===== src/rtl/tone_pkg.sv =====
// Shared definitions for the tone generator / decoder pair:
// note codes, FSM states, frequency table and nominal half-periods.
`timescale 1ns/1ps
package tone_pkg;

    localparam int CLK_MHZ_DEF = 25;
    localparam int NUM_NOTES   = 7;
    localparam int CNT_W       = 20;

    localparam logic [2:0] NOTE_A = 3'd0;
    localparam logic [2:0] NOTE_B = 3'd1;
    localparam logic [2:0] NOTE_C = 3'd2;
    localparam logic [2:0] NOTE_D = 3'd3;
    localparam logic [2:0] NOTE_E = 3'd4;
    localparam logic [2:0] NOTE_F = 3'd5;
    localparam logic [2:0] NOTE_G = 3'd6;

    typedef enum logic [1:0] {
        ST_IDLE,
        ST_MEASURE,
        ST_CONFIRM,
        ST_LOCKED
    } state_t;

    function automatic int freq_hz(input int k);
        case (k)
            0:       return 220;
            1:       return 247;
            2:       return 261;
            3:       return 294;
            4:       return 330;
            5:       return 349;
            default: return 392;
        endcase
    endfunction

    // Half-period in clk cycles, rounded down then plus one so the
    // generator's toggle interval and the decoder's target agree.
    function automatic int half_period(input int clk_mhz, input int k);
        return ((clk_mhz * 1000000) / freq_hz(k)) / 2 + 1;
    endfunction

endpackage


===== src/rtl/tone_decoder_edge_sync.sv =====
// Two-flop synchronizer for the asynchronous tone input followed
// by a detector that flags both rising and falling transitions.
`timescale 1ns/1ps
module edge_sync (
    input  logic clk,
    input  logic reset,
    input  logic wave_in,
    output logic toggle
);

    logic sync1;
    logic sync2;
    logic prev;

    // Synchronizer chain plus one delayed copy for edge detection.
    always_ff @(posedge clk) begin
        if (reset) begin
            sync1 <= 1'b0;
            sync2 <= 1'b0;
            prev  <= 1'b0;
        end else begin
            sync1 <= wave_in;
            sync2 <= sync1;
            prev  <= sync2;
        end
    end

    assign toggle = sync2 ^ prev;

endmodule


===== src/rtl/tone_decoder.sv =====
// Measures half-periods of a square-wave tone, classifies them
// against the note table and locks after two agreeing intervals.
`timescale 1ns/1ps
import tone_pkg::*;

module tone_decoder #(
    parameter int CLK_MHZ = CLK_MHZ_DEF,
    parameter int TOL     = 512,
    parameter int TIMEOUT = 65536
) (
    input  logic       clk,
    input  logic       reset,
    input  logic       wave_in,
    output logic [2:0] note,
    output logic       valid,
    output logic       new_note
);

    localparam logic [CNT_W-1:0] CNT_MAX = '1;

    logic             toggle;
    logic [CNT_W-1:0] interval;
    logic             hit;
    logic [2:0]       hit_k;
    logic             timed_out;
    state_t           state;
    logic [2:0]       cand;

    edge_sync u_edge_sync (
        .clk     (clk),
        .reset   (reset),
        .wave_in (wave_in),
        .toggle  (toggle)
    );

    // Cycles since the last edge; reads as t1-t0 on the edge cycle.
    always_ff @(posedge clk) begin
        if (reset) begin
            interval <= '0;
        end else if (toggle) begin
            interval <= CNT_W'(1);
        end else if (interval != CNT_MAX) begin
            interval <= interval + CNT_W'(1);
        end
    end

    // Window match of the current interval against each note.
    always_comb begin
        int iv;
        int nom;
        hit   = 1'b0;
        hit_k = 3'd0;
        iv    = int'({12'd0, interval});
        for (int k = NUM_NOTES - 1; k >= 0; k--) begin
            nom = half_period(CLK_MHZ, k);
            if (iv >= nom - TOL && iv <= nom + TOL) begin
                hit   = 1'b1;
                hit_k = 3'(k);
            end
        end
    end

    assign timed_out = int'({12'd0, interval}) >= TIMEOUT;

    // Lock FSM with registered outputs; an edge beats a timeout.
    always_ff @(posedge clk) begin
        if (reset) begin
            state    <= ST_IDLE;
            cand     <= 3'd0;
            note     <= 3'd0;
            valid    <= 1'b0;
            new_note <= 1'b0;
        end else begin
            new_note <= 1'b0;
            if (toggle) begin
                case (state)
                    ST_IDLE: begin
                        state <= ST_MEASURE;
                    end
                    ST_MEASURE: begin
                        if (hit) begin
                            state <= ST_CONFIRM;
                            cand  <= hit_k;
                        end
                    end
                    ST_CONFIRM: begin
                        if (!hit) begin
                            state <= ST_MEASURE;
                        end else if (hit_k == cand) begin
                            state    <= ST_LOCKED;
                            note     <= cand;
                            valid    <= 1'b1;
                            new_note <= 1'b1;
                        end else begin
                            cand <= hit_k;
                        end
                    end
                    ST_LOCKED: begin
                        if (!hit) begin
                            state <= ST_MEASURE;
                            valid <= 1'b0;
                        end else if (hit_k != note) begin
                            state <= ST_CONFIRM;
                            cand  <= hit_k;
                            valid <= 1'b0;
                        end
                    end
                    default: begin
                        state <= ST_IDLE;
                    end
                endcase
            end else if (state != ST_IDLE && timed_out) begin
                state <= ST_IDLE;
                valid <= 1'b0;
            end
        end
    end

endmodule


===== config.mk =====
export PLATFORM = sky130hd
export DESIGN_NAME = tone_decoder
export DESIGN_NICKNAME = d
export VERILOG_FILES = /design/src/rtl/tone_pkg.sv /design/src/rtl/tone_decoder_edge_sync.sv /design/src/rtl/tone_decoder.sv
export SDC_FILE = /design/constraint.sdc
export NUM_CORES = 1
export LEC_CHECK = 0
export CORE_MARGIN = 4
export CORE_UTILIZATION = 31
export CTS_CLUSTER_SIZE = 14
export DETAILED_ROUTE_END_ITERATION = 16
export SLEW_MARGIN = 10
export SYNTH_ARGS = -nofsm -noshare
export SYNTH_HDL_FRONTEND = slang
export SYNTH_SLANG_ARGS = --single-unit

===== constraint.sdc =====
create_clock -name clk -period 4.2 [get_ports clk]
set_clock_uncertainty 0.1 [all_clocks]
set_input_delay 0.84 -clock clk [delete_from_list [all_inputs] [get_ports clk]]
set_output_delay 0.84 -clock clk [all_outputs]
set_load 0.01 [all_outputs]

Yosys cells after proc, flatten, opt, wreduce, memory -nomap -nowiden. Cells that the tools add are included.

Add/subtract/negate cells: 1. Bitwise operators: 4. Mux-type cells: 38. Reduce and logical (&&, ||, !) cells: 19. Eq/ne operators: 17. Magnitude comparators: 15.

Operator list (count): >= comparator 20 x 16 -> 1 bit (second input constant) (6); <= comparator 20 x 16 -> 1 bit (second input constant) (6); 2-to-1 mux 3 bit (12); adder 20 x 1 -> 20 bit (second input constant) (1); >= comparator 20 x 15 -> 1 bit (second input constant) (1); >= comparator 20 x 17 -> 1 bit (second input constant) (1); <= comparator 20 x 15 -> 1 bit (second input constant) (1); != test 20 bit (second input constant) (1); 2-to-1 mux 1 bit (16); 2-to-1 mux 2 bit (7); != test 2 bit (second input constant) (5); != test 3 bit (second input constant) (3); one-hot mux 3 bit (3 select lines) (1); logical AND 1 bit (8); != test 4 bit (second input constant) (2); one-hot mux 2 bit (4 select lines) (1); AND reduction 4 bit (2); AND reduction 7 bit (1); nonzero test 2 bit (3); AND reduction 5 bit (1); equality test 2 bit (second input constant) (2); OR reduction 4 bit (1); equality test 3 bit (1); != test 3 x 1 -> 1 bit (second input constant) (1); other kinds (8) (10).

Output and inout port bits: 5. Register bits: 33. Word-level logic and storage cells: 104. Bits of input ports: 3.

Logic depth before layout (Yosys ltp). Gate-level depths: netlist (run 1).

Depth in word-level cells: 14. Mapped depth: 11. Mapped depth without buffers: 11.

By module. From an unflattened synthesis (run 1), not the netlist that was laid out.

Cell total of the unflattened synthesis: 326. Area total of the unflattened synthesis: 2534.9 µm².

By module, submodules not included: tone_decoder (instances 1, area an instance 2447.3 µm², sequential area each 600.6 µm², cells an instance 319); edge_sync (instances 1, area an instance 87.6 µm², sequential area each 60.1 µm², cells an instance 7).

Least setup slack after synthesis (run 1). Ideal clock, no wire load.

Path type: register to register. Start point: register interval[0]. End point: register cand[0]. Setup time: 0.121 ns. Required time: 3.979 ns. Slack: 1.134 ns. Data arrival time: 2.846 ns. Cell stages (with the launch flop): 12. Clock period less this slack: 3.066 ns. Path through: dfxtp_1 > inv_1 > ha_1 > or3b_2 > a311o_1 > a221oi_2 > nor2_1 > xnor2_1 > nor3_1 > o221ai_1 > nand3_1 > mux2_2.

Longest elaborated chain between the ends: 12. Elaborated cells between the ends (all ways): 49. Those cells by class: 14 x order compare; 7 x eq/ne; 20 x mux; 8 x reduce/logical.

RTL lines: start: declaration (RTL line tone_decoder.sv:22) `logic [CNT_W-1:0] interval;`; start signal: assignment (RTL line tone_decoder.sv:43) `interval <= interval + CNT_W'(1);`; >= comparator 20 x 15 -> 1 bit / <= comparator 20 x 15 -> 1 bit (equally long branches) (RTL line tone_decoder.sv:56) `if (iv >= nom - TOL && iv <= nom + TOL) begin`; logical AND 1 bit (RTL line tone_decoder.sv:56); 2-to-1 mux 3 bit (7 in a row) (RTL line tone_decoder.sv:56); != test 3 bit / equality test 3 bit (equally long branches) (RTL line tone_decoder.sv:102, tone_decoder.sv:89); != test 2 bit (no line); AND reduction 7 bit (no line); end signal: assignment (RTL line tone_decoder.sv:83) `cand <= hit_k;`; end signal: assignment (RTL line tone_decoder.sv:95) `cand <= hit_k;`; end signal: assignment (RTL line tone_decoder.sv:104) `cand <= hit_k;`; end: declaration (RTL line tone_decoder.sv:27) `logic [2:0] cand;`.

Parallel ways exist; a longest one is shown, timed or not. The select of a mux whose other input is x is not followed. A chain may end at the register's enable or synchronous reset.

Worst setup path after layout (run 1).
Start point: register interval[16]. End point: register cand[0].

Same word-level chain as after synthesis.

==> summary.txt, run 1 <==
Pwr
  • Clk network pwr share: roughly two fifths
  • Comb pwr share: just over 6%
  • Leakage: a little over 0.8 nW
  • Worst VDD drop: about 0.000095 V
  • PwrDens: around 230 nW/um^2
  • Reg power frac: a little over half
  • Net Sw Power: between 100 and 150 uW
  • Cell Int Power: 447.6 uW
  • Pwr Total: 592.0 uW
  • Net switching share of the total power: between 20% and 30%

Yosys
  • Total number of yosys warnings: 0
  • Register area share after synthesis: 27.49%
  • EDFF count, synth: 0
  • Mapped Cells: about 320
  • Ys flop type: dfxtp_1
  • Post-synthesis area per instance: around 7.6 um^2
  • Syn Std Cell Area: 2404 um^2
  • Syn_nets: roughly 330
  • Yosys reg bits: 33
  • Ys async rst share: 0%
  • Unique masters post-synth: 63

Clock tree
  • Post-CTS Setup Inserts: 0
  • Clock Tree Root: clkbuf_8
  • Clk buf depth: 2
  • Total CTS buffers: 5
  • Cts repair resizes: 0
  • Sink Count: 33
  • CTS tree: built
  • Skew-Pair Late Insertion Delay: 0.28 ns
  • CTS H-tree depth: 2
  • Clk slew on worst S/H paths: roughly 0.07 ns
  • Hold_buf cts: 0

Floorplanning
  • DIE WIDTH: between 90 and 100 um
  • CORE AREA: between 7000 and 8000 um^2
  • # IOs: 8
  • Core Rows: 31
  • DIE HEIGHT: about 96 um
  • Initial Util: between 30% and 40%
  • Full die area: 9227 um^2

GRT
  • Initial antenna violation count: 0
  • Wire length of the first global-routing pass: slightly above 10 mm
  • Global route overflow: 0
  • Largest net degree at the start of global routing: 22
  • All-layer global routing usage: between 10 and 15%
  • Vias in the first global route: between 2k and 2.5k

STA
  • Final Hold Fails: 0
  • Fmax: 288.2 MHz
  • Period Utilization, post-route: 82.61%
  • Pins Over Slew Limit: 0
  • Worst relative slew slack: between 40% and 50%
  • Setup TNS Final: 0 ns
  • Worst-margin pin slew: 0.7555 ns
  • Hold_ws: roughly 0.34 ns
  • RSZ-0062 raised after global routing: no
  • Crit path time final: 3.470 ns
  • Final Setup Violations: 0

Layout
  • Post-Layout Cell Count: between 400 and 500
  • Final instance area: 2610 um^2
  • Final net count: roughly 320
  • Antenna cell count: 0
  • Area grow syn2layout: 8.589%
  • Layout cell share with drive strength beyond 1: around 7.0%

Worst hold path
  • Hold Crit Depth: 1
  • Hold Path Class: flop to flop

Drt
  • Vias per cell: ~5.6
  • Via count: roughly 2.3k
  • DRT iter0 DRCs: around 140
  • DRC: 0
  • DR pass1 iterations: 5
  • Routed WL: between 6 and 7 mm
  • WL/cell: between 10 and 15 um
  • Post-route ant nets: 0

Worst setup path
  • Family with the most delay on the worst path: simple AND/OR/NAND/NOR gates
  • Max incr delay on CP: approximately 0.73 ns
  • Worst R2R Path Depth: 9
  • CP required: ~4.3 ns
  • Slowest cell on the critical path: or4_1
  • Critical path type: flop to flop
  • Crit-path cells: or4_1, nor4b_1, o311ai_1, a21boi_1, xnor2_1, nor3_1, o221ai_1, nand3_1, mux2_2
  • Buf/Inv on CP: 0
  • CP Capture Type: flop
  • WP data arrival: 3.54 ns
  • CP max FO: 9
  • Cell count along the critical path: 9
  • Critical Path Source Type: flop

Placed design
  • DP Area: around 2500 um^2
  • Post-Place Cells: between 400 and 500
  • Port Buffer Count: 7
  • Routability cong.: slightly above 0.9
  • Hpwl dp: roughly 4.4 mm

Flow run
  • Max-cap violations: 0

Outcome
  • Outcome: finished clean
-- through the flow --
step / util (%) / worst slack (ns)
after floorplan: - / 1.134
after global placement: 34.12 / 0.9286
after detailed placement: 34.12 / 0.7918
after CTS: 35.23 / 0.7710
after global routing: 35.23 / 0.4472
final: 35.23 / 0.7302
-- per-layer routing --
metal,vias up,wire length (um),global-route usage (%)
met2,79,2655,20.36
li1,1153,-,-
met1,1063,2980,20.34
met5,-,0,0
met4,0,99,4.858
met3,10,341,2.580
-- state kept, by name (all words and copies together), names as in the netlist --
register and count:
u_edge_sync.sync1 1, valid 1, interval 20, u_edge_sync.sync2 1, new_note 1, state 2
note 3, u_edge_sync.prev 1, cand 3
-- area by class of cell --
| class | instances | area, um^2 |
|---|---|---|
| Timing Repair Buffer | 9 | 85.08 |
| Clock buffer | 6 | 72.57 |
| Clock inverter | 2 | 10.01 |
| Tap cell | 99 | 123.9 |
| Multi-Input combinational cell | 254 | 1624 |
| Fill cell | 783 | 4798 |
| Inverter | 9 | 33.78 |
| Sequential cell | 33 | 660.6 |
-- placed cells by master (no fill, tap or decap), types with 3 or more instances in the layout --
| cell | Yosys | layout |
|---|---|---|
| nand4_1 | 5 | 5 |
| nand2_1 | 28 | 28 |
| and3_1 | 6 | 6 |
| and2_1 | 3 | 3 |
| o31a_1 | 4 | 4 |
| clkdlybuf4s50_1 | 0 | 7 |
| clkbuf_8 | 0 | 5 |
| o21ai_0 | 16 | 16 |
| xnor2_1 | 8 | 8 |
| nor2_1 | 29 | 29 |
| o211ai_1 | 3 | 3 |
| dfxtp_1 | 33 | 33 |
| nor2b_1 | 8 | 8 |
| mux2i_1 | 6 | 6 |
| o21a_1 | 4 | 4 |
| nor3_1 | 9 | 9 |
| inv_1 | 9 | 9 |
| nand3_1 | 16 | 16 |
| nand2b_1 | 6 | 6 |
| nor4_1 | 4 | 4 |
| ha_1 | 4 | 4 |
| nand4b_1 | 5 | 5 |
| or3_1 | 8 | 8 |
| a211oi_1 | 3 | 3 |
| xor2_1 | 6 | 6 |
| a31oi_1 | 4 | 4 |
| a21oi_1 | 20 | 20 |
-- logic make-up after synthesis --
kind of cell | synth area share [%]
multiplexers | 2.967
buffers and inverters | 4.945
XOR/XNOR | 5.102
AND/OR/NAND/NOR | 33.78
flip-flops | 27.49
AO/OA/AOI/OAI | 23.63
adder cells (fa/ha/maj) | 2.082
-- worst paths after layout --
kind	slack, ns	end	start
setup / recovery	0.73	cand[0]	interval[16]
hold reg to reg	0.34	u_edge_sync.sync2	u_edge_sync.sync1
setup reg to reg	0.73	cand[0]	interval[16]
hold / removal	0.34	u_edge_sync.sync2	u_edge_sync.sync1
-- worst reg2reg max path, delay by kind of cell, from the launching register on --
kind | cells | cell delay [ns]
xor+xnor | 1 | 0.15
simple gates | 4 | 1.69
mux | 1 | 0.35
compound gates | 3 | 0.71
flops | 1 | 0.37
-- power by group through the flow --
stage	sequential (mW)	clock, mW	combinational, mW
2_1_floorplan	0.329	0	0.0284
3_3_place_gp	0.331	0	0.0359
3_5_place_dp	0.331	0	0.0362
4_1_cts	0.324	0.239	0.0363
5_1_grt	0.325	0.257	0.0414
6_report	0.324	0.232	0.0363
-- synthesized netlist by cell type (all sizes together), types with 3 or more instances --
master | instances | area [um^2]
a211oi | 3 | 22.52
a21oi | 20 | 100.1
a31oi | 4 | 25.02
and2 | 3 | 18.77
and3 | 6 | 37.54
clkbuf | 20 | 75.07
dfxtp | 33 | 660.6
ha | 4 | 50.05
inv | 9 | 33.78
mux2i | 6 | 60.06
nand2 | 29 | 111.4
nand2b | 6 | 37.54
nand3 | 16 | 80.08
nand4 | 5 | 31.28
nand4b | 5 | 43.79
nor2 | 29 | 108.9
nor2b | 8 | 50.05
nor3 | 11 | 65.06
nor4 | 4 | 25.02
o211ai | 3 | 22.52
o21a | 4 | 30.03
o21ai | 16 | 80.08
o31a | 4 | 35.03
or2 | 3 | 18.77
or3 | 8 | 50.05
or4 | 3 | 26.27
xnor2 | 8 | 70.07
xor2 | 6 | 52.55
(Power assumes the default switching activity.)
==> run 2, diff against run 1 <==
==> constraint.sdc (replaced) <==
create_clock -name clk -period 3.36 [get_ports clk]
set_clock_uncertainty 0.1 [all_clocks]
set_input_delay 0.672 -clock clk [delete_from_list [all_inputs] [get_ports clk]]
set_output_delay 0.672 -clock clk [all_outputs]
set_load 0.01 [all_outputs]
==> summary.txt, run 2 (synthesis results as in run 1) <==
Outcome
  • Outcome: finished clean

STA
  • Hold_ws: 0.3392 ns (-0.002169 ns)
  • Final Hold Fails: 0 (unchanged)
  • Period Utilization, post-route: 95.34% (+13 points)
  • Final Setup Violations: 0 (unchanged)
  • Pins Over Slew Limit: 0 (unchanged)
  • Worst-margin pin slew: 0.7745 ns (+0.01898 ns)
  • Crit path time final: 3.204 ns (-0.2662 ns)
  • Worst relative slew slack: 48.37% (-1.3 points)
  • Fmax: 312.2 MHz (+8.3%)

Layout
  • Area grow syn2layout: 15.04%
  • Antenna cell count: 0 (unchanged)
  • Commonest non-fill, non-tap cells in the layout: dfxtp_1, nor2_1, nand2_1
  • Most common cell after layout, fill and taps aside: dfxtp_1
  • Top reg by flops: interval
  • Layout cell share with drive strength beyond 1: 12.16% (+5.1 points)
  • Fillers: 781 (-0.26%)
  • Final net count: 335 (+5.0%)
  • Number of flip-flops in the largest register: 20 (unchanged)
  • Biggest regs: interval x20, cand x3, note x3
  • Final instance area: 2765 um^2 (+5.9%)

Clock tree
  • CTS H-tree depth: 2 (unchanged)
  • Clock Tree Root: clkbuf_8
  • Skew-Pair Late Insertion Delay: 0.28 ns (about the same)
  • Sink Count: 33 (unchanged)
  • CTS tree: built
  • Clk slew on worst S/H paths: 0.07 ns (about the same)
  • Total CTS buffers: 5 (unchanged)
  • Clk buf depth: 2 (unchanged)

Worst setup path
  • CP required: 3.43 ns (-0.85 ns)
  • Max incr delay on CP: 0.45 ns (-0.28 ns)
  • Critical path type: flop to flop
  • Critical Path Source Type: flop
  • CP Capture Type: flop
  • Crit-path cells: inv_1, ha_1, or3b_2, a311o_1, a221oi_4, nor2_1, xnor2_1, nor3_2, o221ai_1, nand3_1, mux2_2
  • Slowest cell on the critical path: or3b_2
  • CP max FO: 5 (-4)
  • WP data arrival: 3.28 ns (-0.26 ns)

Floorplanning
  • Core Rows: 31 (unchanged)
  • # IOs: 8 (unchanged)
  • DIE WIDTH: 96.06 um (unchanged)
  • DIE HEIGHT: 96.06 um (unchanged)
  • Initial Util: 32.44% (unchanged)
  • CORE AREA: 7408 um^2 (unchanged)
  • Full die area: 9227 um^2 (unchanged)

Placed design
  • Routability cong.: 0.9384 (+2.6%)
  • DP Area: 2633 um^2 (+4.2%)
  • Hpwl dp: 4.815 mm (+9.5%)
  • Port Buffer Count: 7 (unchanged)

GRT
  • All-layer global routing usage: 14.95% (+0.99 points)
  • Global route overflow: 0 (unchanged)
  • GRT met3 Usage: 2.267% (-0.31 points)
  • GRT Max-Usage Layer: met2
  • Wire length of the first global-routing pass: 10.87 mm (+6.7%)
  • Largest net degree at the start of global routing: 20 (-9.1%)
  • Vias in the first global route: 2,124 (+2.5%)
  • Initial antenna violation count: 0 (unchanged)
  • GRT met2 Usage: 22.83% (+2.5 points)
  • Met1 Track Usage GR: 21.68% (+1.3 points)

Pwr
  • Worst VDD drop: 0.0001237 V (+30%)
  • Leakage: 0.9225 nW (+11%)
  • PwrDens: 284.2 nW/um^2 (+25%)

Worst hold path
  • Hold Path Class: flop to flop

Drt
  • Routed WL: 6.481 mm (+6.6%)
  • Post-route ant nets: 0 (unchanged)
  • WL/cell: 15.14 um (+2.7%)
  • DRC: 0 (unchanged)
  • DRT iter0 DRCs: 144 (+6.7%)
  • DR pass1 iterations: 5 (unchanged)
  • Vias per cell: 5.479 (-2.1%)
  • Via count: 2,345 (+1.7%)

Flow run
  • Max-cap violations: 0 (unchanged)
==> run 2: area by class of cell <==
type / instances / area (um^2) / area share (%)
multi-input combinational: 254 / 1640 / 59.32
sequential: 33 / 660.6 / 23.89
timing repair buffer: 25 / 205.2 / 7.421
tap: 99 / 123.9 / 4.480
clock buffer: 7 / 96.34 / 3.484
inverter: 9 / 33.78 / 1.222
clock inverter: 1 / 5.005 / 0.1810
==> run 2: power breakdown <==
part	total (mW)	internal, mW	switching (mW)	leakage [nW]
clock network	0.333	0.185	0.148	0.0542
logic	0.0497	0.0200	0.0297	0.601
registers	0.403	0.397	0.00656	0.267
total	0.786	0.602	0.184	0.922
==> run 2: timing repair <==
action | in CTS | in global routing
hold endpoints to repair | 0 | 0
buffers inserted | 0 | 2
gates cloned | 0 | 0
setup endpoints to repair | 1 | 6
resized for setup | 1 | 1
pin swaps | 0 | 4
hold buffers | 0 | 0
==> run 2: worst max-delay path, delay by kind of cell, from the launching register on <==
family,cells,cell delay [ns]
AOI/OAI and AO/OA,3,0.93
xor gates and xnor gates,1,0.16
adders and majority gates,1,0.15
buffers and inverters,1,0.12
DFF,1,0.35
muxes,1,0.35
and+or+nand+nor,4,0.94
==> run 2: path summary, 6_finish.rpt <==
check,start,end,slack (ns),depth (start not counted)
worst max-delay path,interval[0],cand[0],0.16,11
worst min-delay path,u_edge_sync.sync1,u_edge_sync.sync2,0.34,1
worst max register to register,interval[0],cand[0],0.16,11
worst min register to register,u_edge_sync.sync1,u_edge_sync.sync2,0.34,1
==> run 2: per-stage QoR <==
step            TNS, ns  worst slack, ns  cells  util, %  power (mW)
6_report              0           0.1564    428    37.32      0.7857
3_5_place_dp          0         0.007085    418    35.53      0.4612
2_1_floorplan         0           0.2937    318        -      0.4464
5_1_grt        -0.02457         -0.01289    428    37.32      0.8168
4_1_cts               0           0.1117    426    36.97      0.7954
3_3_place_gp          0           0.1969    418    35.53      0.4606
==> run 2: layer usage <==
| layer | part of all wire [%] | vias to the layer above | wire [um] |
|---|---|---|---|
| li1 | - | 1183 | - |
| met1 | 49 | 1094 | 3170 |
| met2 | 45 | 60 | 2911 |
| met3 | 4.8 | 8 | 310 |
| met4 | 1.4 | 0 | 89 |
| met5 | 0 | - | 0 |
==> run 3, diff against run 2 <==
--- a/config.mk
+++ b/config.mk
@@ -5,6 +5,7 @@
 export SDC_FILE = /design/constraint.sdc
 export NUM_CORES = 1
 export LEC_CHECK = 0
+export ABC_CLOCK_PERIOD_IN_PS = 3360
 export CORE_MARGIN = 4
 export CORE_UTILIZATION = 31
 export CTS_CLUSTER_SIZE = 14
==> results of run 3 <==
No change in the layout: final DEF, timing and power equal those of run 2.
==> edit 1 (config.mk and constraints of run 3) <==
Register the output `note` once more, without a reset; this adds one clock of latency there. The other outputs are not delayed to match.
--- a/src/rtl/tone_decoder.sv
+++ b/src/rtl/tone_decoder.sv
@@ -19,2 +19,4 @@
     localparam logic [CNT_W-1:0] CNT_MAX = '1;
+
+    logic [2:0] note_s0;
 
@@ -69,3 +71,3 @@
             cand     <= 3'd0;
-            note     <= 3'd0;
+            note_s0  <= 3'd0;
             valid    <= 1'b0;
@@ -90,3 +92,3 @@
                             state    <= ST_LOCKED;
-                            note     <= cand;
+                            note_s0  <= cand;
                             valid    <= 1'b1;
@@ -101,3 +103,3 @@
                             valid <= 1'b0;
-                        end else if (hit_k != note) begin
+                        end else if (hit_k != note_s0) begin
                             state <= ST_CONFIRM;
@@ -118,2 +120,6 @@
 
+    always_ff @(posedge clk) begin
+        note <= note_s0;
+    end
+
 endmodule
Function: no difference found for any inputs over 10 cycles, from zero or initial values and one cycle with reset high; that may be too few to reach the edited logic, so the function may still have changed.
==> edit 1 against run 3 <==
  * Sequential power is 9.2% higher
  * First-iteration DRC count rose by 26%
  * Count of clock-buffer cells in the layout stayed put
  * Setup slack better by 0.15 ns
  * Wire length decreased by 16%
  * Sequential cell count grew 3
  * Total power rose by 14%
  * Via count fell by 11%
  * Maximum frequency grew 4.9%
  * Area after synthesis fell by 4.2%
  * Critical path depth is 1 lower
  * Final area decreased by 4.5%
  * Critical path type unchanged
  * Largest power group unchanged
  * Highest routed layer unchanged
==> edit 1: results <==
export IMPL_worstHoldEndpoint="note[0]$_DFF_P_"
export IMPL_clk_path_buf_depth=2
export IMPL_outcome="finished, final reports clean"
export IMPL_hold_start="note_s0[0]$_SDFFE_PP0P_"
export IMPL_endpoint_kind="flip-flop"
export IMPL_synth_async_reset_ratio_pct=0
export IMPL_place_area_um2=2490
export IMPL_nNetsFinal=305
export IMPL_root_buffer="clkbuf_8"
export IMPL_largest_reg_flops=20
export IMPL_io_buffer_count=7
export IMPL_num_antenna_cells=0
export IMPL_cp_max_fo=6
export IMPL_numCtsBuffers=5
export IMPL_regMostFlops="interval"
export IMPL_antenna_found_initial=0
export IMPL_synth_fp_nets=297
export IMPL_routedWlPerCell_um=13.7
export IMPL_place_ws_ns=0.179
export IMPL_drtIter0Drc=181
export IMPL_ys_top_cells_by_count="36 x dfxtp_1, 29 x nor2_1, 23 x nand2_1, 19 x a21oi_1, 13 x nand4_1"
export IMPL_clk_latency_ns=0.29
export IMPL_worstPathArrival_ns=3.18
export IMPL_clk_pin_slew_ns=0.07
export IMPL_synth_cell_types=64
export IMPL_grt_max_degree=20
export IMPL_fill_cells=755
export IMPL_drive_gt1_share_pct=12.7
export IMPL_gp_congestion=0.890
export IMPL_crit_start="interval[19]$_SDFFE_PP0P_"
export IMPL_hold_class="reg -> reg"
export IMPL_min_path_cells=0
export IMPL_grt_usage_pct=13.3
export IMPL_swShare_pct=20.8
export IMPL_p_leak_nw=0.932
export IMPL_ys_warn_count=0
export IMPL_hpwl_mm=4.04
export IMPL_worst_ir_drop_vdd_uv=147
export IMPL_r2r_end="state[0]$_SDFFE_PP0P_"
export IMPL_synth_area_top_cells="dfxtp_1 31%, nor2_1 4.7%, xor2_1 4.2%, a21oi_1 4.1%, nand2_1 3.8%"
export IMPL_reg2reg_depth=10
export IMPL_seq_area_frac_synth_pct=31.3
export IMPL_dr_pass1_iters=4
export IMPL_holdWs_ns=0.297
export IMPL_rrSetupSlack_ns=0.31
export IMPL_fin_crit_sh_pct=90.9
export IMPL_htree_levels=2
export IMPL_grt_pass1_vias=2006
export IMPL_tightest_slew_ns=0.680
export IMPL_grt_pass1_wl_mm=9.54
export IMPL_viasPerCell=5.27
==> edit 1: area by class of cell <==
| class | instances | area share, % |
|---|---|---|
| clock inverter | 1 | 1.14 |
| sequential | 36 | 27.3 |
| timing repair buffer | 18 | 5.78 |
| multi-input combinational | 225 | 55.7 |
| inverter | 12 | 1.71 |
| tap | 99 | 4.69 |
| clock buffer | 7 | 3.65 |
==> edit 1: power by group through the flow <==
stage / logic (mW) / clock network (mW) / registers, mW
after detailed placement: 0.0427 / 0 / 0.450
after CTS: 0.0429 / 0.433 / 0.440
after floorplan: 0.0326 / 0 / 0.446
after global routing: 0.0484 / 0.445 / 0.441
after global placement: 0.0425 / 0 / 0.450
final: 0.0421 / 0.416 / 0.440
==> edit 1: metal layers <==
layer,GRT usage [%],vias up,wire (um)
met4,5.42,0,96
met5,0,-,0
li1,-,1070,-
met1,18.0,965,2600
met3,2.32,9,308
met2,20.6,54,2450
==> edit 1: kinds of logic after synthesis <==
family	Yosys count	share of synthesized area [%]
adder cells (fa/ha/maj)	4	2.17
AND/OR/NAND/NOR	138	33.9
flip-flops	36	31.3
buffers and inverters	29	5.43
AO/OA/AOI/OAI	61	18.7
multiplexers	3	1.30
XOR/XNOR	19	7.23
==> edit 1: metrics by stage <==
stage,std cells,util [%]
detailed placement,389,34.3
floorplan,290,-
CTS,397,36.1
global placement,389,34.3
finish,398,36.4
global route,398,36.4
==> edit 1: worst max-delay path: stages, from the launching register on <==
cell	delay, ns
dfxtp_1	0.35
or4_1	0.68
nor3b_2	0.24
nand4_1	0.11
nor3_1	0.35
or2_4	0.21
xnor2_1	0.12
o2111a_1	0.25
a21boi_2	0.10
or3_1	0.35
a21oi_1	0.13
==> edit 1: what timing repair did <==
item,in CTS,in global routing
setup buffers,0,1
gates resized for setup,0,3
setup endpoints to repair,0,7
hold buffers,0,0
==> edit 2 (flow settings as in run 3) <==
Without the edit above. The package constant `NUM_NOTES` goes from 7 to 14.
--- a/src/rtl/tone_pkg.sv
+++ b/src/rtl/tone_pkg.sv
@@ -6,3 +6,3 @@
     localparam int CLK_MHZ_DEF = 25;
-    localparam int NUM_NOTES   = 7;
+    localparam int NUM_NOTES   = 14;
     localparam int CNT_W       = 20;
Behaviour: unchanged (equiv_simple and equiv_induct, registers matched by name and starting in step).
==> edit 2 against run 3 <==
  * Highest routed layer unchanged
  * Sequential cell count is the same
  * Total power shrank 6.5%
  * Setup slack gained 0.19 ns
  * First-iteration DRC count grew 68%
  * Critical path type unchanged
  * Utilization shrank 1.4 points
  * Area after synthesis shrank 7.7%
  * Final area shrank 11%
  * Wire length shrank 17%
==> edit 2: results <==
export IMPL_drive_gt1_share_pct=10.1
export IMPL_r2r_end="cand[2]$_SDFFE_PP0P_"
export IMPL_gp_congestion=0.913
export IMPL_grt_pass1_wl_mm=9.16
export IMPL_p_leak_nw=0.815
export IMPL_critPathKind="reg -> reg"
export IMPL_dr_pass1_iters=5
export IMPL_tightest_slew_ns=0.672
export IMPL_root_buffer="clkbuf_8"
export IMPL_grt_max_degree=20
export IMPL_dp_cells=375
export IMPL_ys_warn_count=0
export IMPL_cp_max_fo=7
export IMPL_cp_data_required_time_ns=3.44
export IMPL_antenna_found_initial=0
export IMPL_numCtsBuffers=5
export IMPL_r2r_start="interval[19]$_SDFFE_PP0P_"
export IMPL_worstHoldEndpoint="u_edge_sync.sync2$_SDFF_PP0_"
export IMPL_routed_wl_mm=5.36
export IMPL_top_regs="interval (20), cand (3), note (3)"
export IMPL_io_buffer_count=7
export IMPL_syn_area_per_cell_um2=7.79
export IMPL_fill_cells=706
export IMPL_cts_resized=0
export IMPL_place_area_um2=2380
export IMPL_grt_usage_pct=13.2
export IMPL_worst_ir_drop_vdd_uv=147
export IMPL_synth_area_top_cells="dfxtp_1 30%, nand2_1 4.6%, a21oi_1 4.5%, xnor2_1 4.3%, o21ai_0 4.1%"
export IMPL_finish_utilization_pct=35.9
export IMPL_cpMaxStageDelayCell="or4_1"
export IMPL_routedWlPerCell_um=14.0
export IMPL_hold_start="u_edge_sync.sync1$_SDFF_PP0_"
export IMPL_clk_pin_slew_ns=0.07
export IMPL_clk_latency_ns=0.29
export IMPL_synth_cell_types=61
export IMPL_swShare_pct=24.3
export IMPL_drtIter0Drc=242
export IMPL_drc=0
export IMPL_synth_fp_nets=292
export IMPL_clk_path_buf_depth=2
export IMPL_outcome="finished, final reports clean"
export IMPL_ys_top_cells_by_count="33 x dfxtp_1, 27 x nand2_1, 20 x a21oi_1, 20 x nor2_1, 18 x o21ai_0"
export IMPL_synth_top_area_share_pct=29.8
export IMPL_post_cts_buffers=0
export IMPL_grt_pass1_vias=1911
export IMPL_crit_path_max_incr_delay_ns=0.56
export IMPL_reg2reg_depth=8
export IMPL_hpwl_mm=3.94
export IMPL_viasPerCell=5.45
export IMPL_seq_area_frac_synth_pct=29.8
export IMPL_rrSetupSlack_ns=0.35
## edit 2: worst max-delay path: cells and delay by family (launching register included)
family             cells  cell delay (ns)
DFF                    1             0.36
AOI/OAI and AO/OA      4             0.88
and+or+nand+nor        4             1.57
## edit 2: per-layer routing
metal / GRT usage (%) / vias up / share of wire (%)
li1: - / 1038 / -
met1: 16.9 / 972 / 46
met2: 21.8 / 68 / 46
met3: 2.68 / 9 / 5.9
met4: 5.49 / 0 / 2.0
met5: 0 / - / 0
## edit 2: power groups by stage
stage	clock, mW	sequential, mW	combinational, mW
floorplan	0	0.410	0.0286
global placement	0	0.412	0.0394
detailed placement	0	0.413	0.0397
CTS	0.301	0.404	0.0395
global route	0.323	0.405	0.0444
finish	0.292	0.404	0.0390
## edit 2: kinds of logic after synthesis
family,Yosys count,share of synthesized area (%)
flip-flops,33,29.8
adder cells (fa/ha/maj),4,2.25
AND/OR/NAND/NOR,123,31.1
XOR/XNOR,17,7.05
buffers and inverters,30,5.24
AO/OA/AOI/OAI,76,23.7
multiplexers,2,0.902
## edit 2: metrics by stage
step / hold WS (ns) / setup WS (ns) / total power [mW]
detailed placement: 0.333 / 0.383 / 0.453
CTS: 0.354 / 0.351 / 0.745
floorplan: 0.314 / 0.284 / 0.438
global placement: 0.328 / 0.390 / 0.452
global route: 0.359 / 0.164 / 0.772
finish: 0.357 / 0.348 / 0.735
## edit 2: layout make-up
| cell class | instances | share of cell area (%) |
|---|---|---|
| inverters | 10 | 1.52 |
| well taps | 96 | 4.87 |
| clock buffers | 6 | 2.94 |
| clock inverters | 2 | 0.406 |
| repair buffers | 14 | 4.97 |
| multi-input cells | 222 | 58.5 |
| flip-flops and latches | 33 | 26.8 |
